<file path="config.mk">
export PLATFORM = sky130hd
export DESIGN_NAME = pipeline_stall_ctrl
export DESIGN_NICKNAME = d
export VERILOG_FILES = /design/src/rtl/pipeline_stall_ctrl.sv
export SDC_FILE = /design/constraint.sdc
export NUM_CORES = 1
export LEC_CHECK = 0
export ABC_AREA = 1
export CORE_UTILIZATION = 46
export DETAILED_ROUTE_END_ITERATION = 12
export PLACE_DENSITY = 0.77
export SLEW_MARGIN = 20
export SYNTH_ARGS = -nofsm -noshare
export SYNTH_HDL_FRONTEND = slang
export SYNTH_SLANG_ARGS = --single-unit
</file>
<file path="constraint.sdc">
create_clock -name clk -period 2.9 [get_ports clk]
set_input_delay 0.58 -clock clk [delete_from_list [all_inputs] [get_ports clk]]
set_output_delay 0.58 -clock clk [all_outputs]
set_load 0.005 [all_outputs]
</file>
<file path="src/rtl/pipeline_stall_ctrl.sv">
// Pipeline sequencer: merges load-use, branch flush, data-memory wait and divide
// occupancy into per-stage write/flush controls, plus a saturating stall counter.
//
// state    | meaning
// RUN      | normal issue; stalls and flushes decided from current inputs
// MEM_WAIT | data-memory access outstanding; front end frozen until mem_ready
// DIV_WAIT | divide occupying EX; bubbles fed to MEM until cnt reaches zero
module pipeline_stall_ctrl #(
    parameter int DIV_CYCLES = 4,
    parameter int CNT_W      = 32
) (
    input  logic             clk,
    input  logic             rst,
    input  logic [4:0]       if_id_rs1_addr,
    input  logic [4:0]       if_id_rs2_addr,
    input  logic [4:0]       id_ex_rd_addr,
    input  logic             id_ex_mem_read,
    input  logic             ex_branch_taken,
    input  logic             ex_is_div,
    input  logic             mem_req,
    input  logic             mem_ready,
    output logic             pc_write,
    output logic             if_id_write,
    output logic             id_ex_write,
    output logic             ex_mem_write,
    output logic             if_id_flush,
    output logic             id_ex_flush,
    output logic             ex_mem_flush,
    output logic             div_busy,
    output logic [CNT_W-1:0] stall_count
);

    localparam int DCW = (DIV_CYCLES > 1) ? $clog2(DIV_CYCLES) : 1;

    typedef enum logic [1:0] {RUN, MEM_WAIT, DIV_WAIT} state_t;

    state_t         state, state_nxt;
    logic [DCW-1:0] cnt, cnt_nxt;
    logic           lu;
    logic           mem_hold;

    assign lu = id_ex_mem_read && (id_ex_rd_addr != 5'd0) &&
                ((id_ex_rd_addr == if_id_rs1_addr) || (id_ex_rd_addr == if_id_rs2_addr));

    // Once waiting on memory, only mem_ready matters; from RUN the request must be live.
    assign mem_hold = (state == MEM_WAIT) ? !mem_ready : (mem_req && !mem_ready);

    always_comb begin
        pc_write     = 1'b1;
        if_id_write  = 1'b1;
        id_ex_write  = 1'b1;
        ex_mem_write = 1'b1;
        if_id_flush  = 1'b0;
        id_ex_flush  = 1'b0;
        ex_mem_flush = 1'b0;
        div_busy     = 1'b0;
        state_nxt    = state;
        cnt_nxt      = cnt;

        if (rst) begin
            pc_write     = 1'b0;
            if_id_write  = 1'b0;
            id_ex_write  = 1'b0;
            ex_mem_write = 1'b0;
            if_id_flush  = 1'b1;
            id_ex_flush  = 1'b1;
            ex_mem_flush = 1'b1;
            state_nxt    = RUN;
            cnt_nxt      = '0;
        end else begin
            case (state)
                RUN, MEM_WAIT: begin
                    if (mem_hold) begin
                        pc_write     = 1'b0;
                        if_id_write  = 1'b0;
                        id_ex_write  = 1'b0;
                        ex_mem_write = 1'b0;
                        state_nxt    = MEM_WAIT;
                    end else if (ex_is_div) begin
                        pc_write     = 1'b0;
                        if_id_write  = 1'b0;
                        id_ex_write  = 1'b0;
                        ex_mem_write = 1'b0;
                        div_busy     = 1'b1;
                        cnt_nxt      = DCW'(DIV_CYCLES - 1);
                        state_nxt    = DIV_WAIT;
                    end else begin
                        state_nxt = RUN;
                        if (ex_branch_taken) begin
                            if_id_flush = 1'b1;
                            id_ex_flush = 1'b1;
                        end else if (lu) begin
                            pc_write    = 1'b0;
                            if_id_write = 1'b0;
                            id_ex_flush = 1'b1;
                        end
                    end
                end
                DIV_WAIT: begin
                    div_busy = 1'b1;
                    if (cnt != '0) begin
                        pc_write     = 1'b0;
                        if_id_write  = 1'b0;
                        id_ex_write  = 1'b0;
                        ex_mem_flush = 1'b1;
                        cnt_nxt      = cnt - DCW'(1);
                    end else if (mem_req && !mem_ready) begin
                        pc_write     = 1'b0;
                        if_id_write  = 1'b0;
                        id_ex_write  = 1'b0;
                        ex_mem_write = 1'b0;
                    end else begin
                        // Release: divide retires, so ex_is_div is ignored here.
                        state_nxt = RUN;
                        if (ex_branch_taken) begin
                            if_id_flush = 1'b1;
                            id_ex_flush = 1'b1;
                        end else if (lu) begin
                            pc_write    = 1'b0;
                            if_id_write = 1'b0;
                            id_ex_flush = 1'b1;
                        end
                    end
                end
                default: begin
                    state_nxt = RUN;
                    cnt_nxt   = '0;
                end
            endcase
        end
    end

    always_ff @(posedge clk or posedge rst) begin
        if (rst) begin
            state       <= RUN;
            cnt         <= '0;
            stall_count <= '0;
        end else begin
            state <= state_nxt;
            cnt   <= cnt_nxt;
            if (!pc_write && (stall_count != '1))
                stall_count <= stall_count + CNT_W'(1);
        end
    end

endmodule

</file>
==> metrics.md <==
| Metric | Value |
|---|---|
| Largest net degree at the start of global routing | `35` |
| Via count | `2,976` |
| Place WS | `55.36 ps` |
| Fin crit period | `2745 ps` |
| Hold Vio Cnt, Final | `0` |
| PortBufs | `61` |
| Clk buf depth | `2` |
| Worst Skew | `6.117 ps` |
| Antenna diode count | `0` |
| Total CTS buffers | `5` |
| Clock tree from TritonCTS | `built` |
| Mapped Area | `2726 µm²` |
| HPWL Detailed | `5842 µm` |
| Fin Setup TNS | `0 ps` |
| Critical path buffers and inverters | `4` |
| CTS clk-pin slew, worst paths | `70 ps` |
| Hold Path Depth | `2` |
| Post-synthesis adder-cell area fraction | `0.009179` |
| R2r setup slk | `870 ps` |
| First-pass GRT wire length | `12,580 µm` |
| Syn Inst Count | `433` |
| Placed insts | `564` |
| Clk_lat worst skew | `290 ps` |
| Internal | `1.027 mW` |
| Simple-gate share of the synthesized area | `0.4970` |
| Total grt overflow | `0` |
| Hold EP | `cnt[0]$_DFFE_PP0P_` |
| Max-cap violations | `0` |
| Seq/Total Area, Yosys | `0.3304` |
| Syn-to-layout area delta | `30.38%` |
| 1st-pass router iterations | `4` |
| Gr usage total | `0.2544` |
| Clock power share | `0.291` |
| Cell Pwr Density | `424.5 nW/µm²` |
| H-tree Lvls | `2` |
| Worst EP required | `2320 ps` |
| Nets | `524` |
| Post-synthesis register bit count | `36` |
| Kind of critical path | `in2out` |
| Crit. End Element | `output port` |
| Post-synthesis async set-or-reset flop share | `1.000` |
| Most frequent cell after synthesis | `nand2_1` |
| Final GP Congestion | `0.9153` |
| FP Rows | `27` |
| Syn Nets | `457` |
| Vias per cell | `5.194` |
| Worst reg2reg path depth | `11` |
| Top FF cell, synth | `dfrtp_1` |
| Fmax achieved | `0.3643 GHz` |
| # setup viols final | `0` |
| Placed Area | `3420 µm²` |
| Initial antenna violation count | `0` |
| Root buffer cell | `clkbuf_8` |
| Compound-Gate Fraction of Synth Area | `0.02708` |
| Most instantiated cells after synthesis | `nand2_1, nor2_1, nand3_1, inv_1, dfrtp_1` |
| Max Transition Viols Final | `0` |
| Die X | `78.99 µm` |
| Layout cell share with drive strength beyond 1 | `0.05788` |
| RSZ-0062 raised after global routing | `false` |
| CP Launch Type | `input pin` |
| Floorplan core area | `5608 µm²` |
| Post-Synth XOR/XNOR Area | `0.05461` |
| Leak | `1.787 nW` |
| CP max stage delay | `500 ps` |
| Final wirelength | `7537 µm` |
| Worst-path fanout max | `4` |
| Terminus of the critical flop-to-flop path | `stall_count[26]$_DFFE_PP0P_` |
| I/O pin count | `62` |
| Netlist cell types | `25` |
| Worst Hold Slack | `508.5 ps` |
| Slowest-stage cell, CP | `clkdlybuf4s50_1` |
| Initial Util | `0.4862` |
| CP delay by family, top | `buffers and inverters` |
| Crit path top cell by count | `clkdlybuf4s50_1` |
| RR Startpoint | `stall_count[0]$_DFFE_PP0P_` |
| Initial DRC count | `211` |
| Drc violations | `0` |
| CTS Sinks | `36` |
| Design area | `3555 µm²` |
| Sw Pwr | `0.4823 mW` |
| Worst-margin pin slew | `558.8 ps` |
| Sw Ratio | `0.3197` |
| Vias in the first global route | `2,700` |
| Ys Warns | `0` |
| Area share of the largest cell type after synthesis | `0.3304` |
| Top cells by area, synth | `dfrtp_1, nand2_1, nand3_1` |
| Post-synthesis mux area share | `0` |
| Number of flops mapped to enable cells by yosys | `0` |
| Fin crit share | `0.9466` |
| Hold Crit Class | `reg2reg` |
| Die Area | `6239 µm²` |
| DRT antenna net count | `0` |
| Fin worst setup slack | `155.0 ps` |
| Cell Count, Final, Fillers Out | `573` |
| Overall Power | `1.509 mW` |
| Fillers | `544` |
| Hold_buf cts | `0` |
| Hold Crit Start | `cnt[0]$_DFFE_PP0P_` |
| Combinational power share | `0.287` |
| Final cell utilization of the core | `0.6339` |
| Largest family of logic cells by synthesized area | `simple AND/OR/NAND/NOR gates` |
| Flop pwr share | `0.422` |
| Yosys top cell by area | `dfrtp_1` |
| Max-slew headroom | `0.6246` |
| Status | `complete, no violations` |
| Die H | `78.99 µm` |
| CP Cell Sequence | `clkdlybuf4s50_1 -> inv_1 -> nand2_2 -> buf_4 -> nand2_1 -> nor2_1 -> o21a_1 -> clkdlybuf4s50_1` |
| VDD IR max | `0.4646 mV` |
| Post-DR wirelength/cell | `13.15 µm` |
| Syn Area/Cell | `6.296 µm²` |
| CP Data Arrival Time | `2160 ps` |
cell type report:
cell class	count	area, µm²	share of cell area
Clock buffer	6	72.57	0.02042
Inverter	41	155.1	0.04365
Multi-Input combinational cell	346	1613	0.4537
Sequential cell	36	900.9	0.2534
Clock inverter	2	35.03	0.009856
Timing Repair Buffer	70	688.2	0.1936
Tap cell	72	90.09	0.02534
layer usage:
metal / wire length (µm) / up-vias / GRT usage / share of wire
met1: 3684 / 1371 / 0.3505 / 0.49
met2: 3402 / 91 / 0.4121 / 0.45
li1: - / 1502 / - / -
met3: 347 / 12 / 0.03908 / 0.046
met5: 0 / - / 0 / 0
met4: 103 / 0 / 0.07273 / 0.014
cells by family (layout without fill, tap and decap cells):
kind of cell             Yosys count  after routing
AO/OA/AOI/OAI                     13             13
AND/OR/NAND/NOR                  314            314
flip-flops                        36             36
buffers and inverters             51            119
XOR/XNOR                          17             17
adder cells (fa/ha/maj)            2              2
power by group through the flow:
| stage | sequential (mW) | clock [mW] | combinational, mW |
|---|---|---|---|
| global route | 0.645 | 0.475 | 0.482 |
| floorplan | 0.627 | 0 | 0.237 |
| detailed placement | 0.645 | 0 | 0.427 |
| global placement | 0.640 | 0 | 0.420 |
| finish | 0.637 | 0.439 | 0.433 |
| CTS | 0.636 | 0.451 | 0.433 |
worst register-to-register path: cells and delay by family (launching register included):
| kind | cells | cell delay [ps] |
|---|---|---|
| flops | 1 | 520 |
| simple gates | 8 | 870 |
| fa+ha+maj | 1 | 200 |
| buf+inv | 2 | 360 |
sequential cells by signal, summed over array words and instances, names as in the netlist:
signal       count
stall_count     32
cnt              2
state            2
layout by cell type, fill, tap and decap left out, drive strengths merged:
master,count
nand2,188
clkdlybuf4s50,57
nor2,49
nand3,46
inv,40
dfrtp,36
nand3b,13
nand4,12
xor2,12
buf,9
o21ai,7
nor3,6
clkbuf,6
xnor2,5
dlymetal6s2s,4
clkinv,2
o31ai,2
a21oi,2
ha,2
a31oi,1
o21a,1
bufinv,1
worst max-delay path by stage:
stage,start,to,cells after the start
global placement,id_ex_rd_addr[0],id_ex_flush,10
global route,mem_ready,id_ex_write,8
finish,mem_ready,div_busy,8
detailed placement,id_ex_rd_addr[0],id_ex_flush,10
CTS,id_ex_rd_addr[0],id_ex_flush,10
floorplan,rst,pc_write,7
timing repair:
action,4_1_cts,5_1_grt
endpoints found under the hold margin,0,0
setup buffers,0,1
endpoints found under the setup margin,0,3
resized for setup,0,8
No activity file was read; power rests on OpenSTA's default activity.
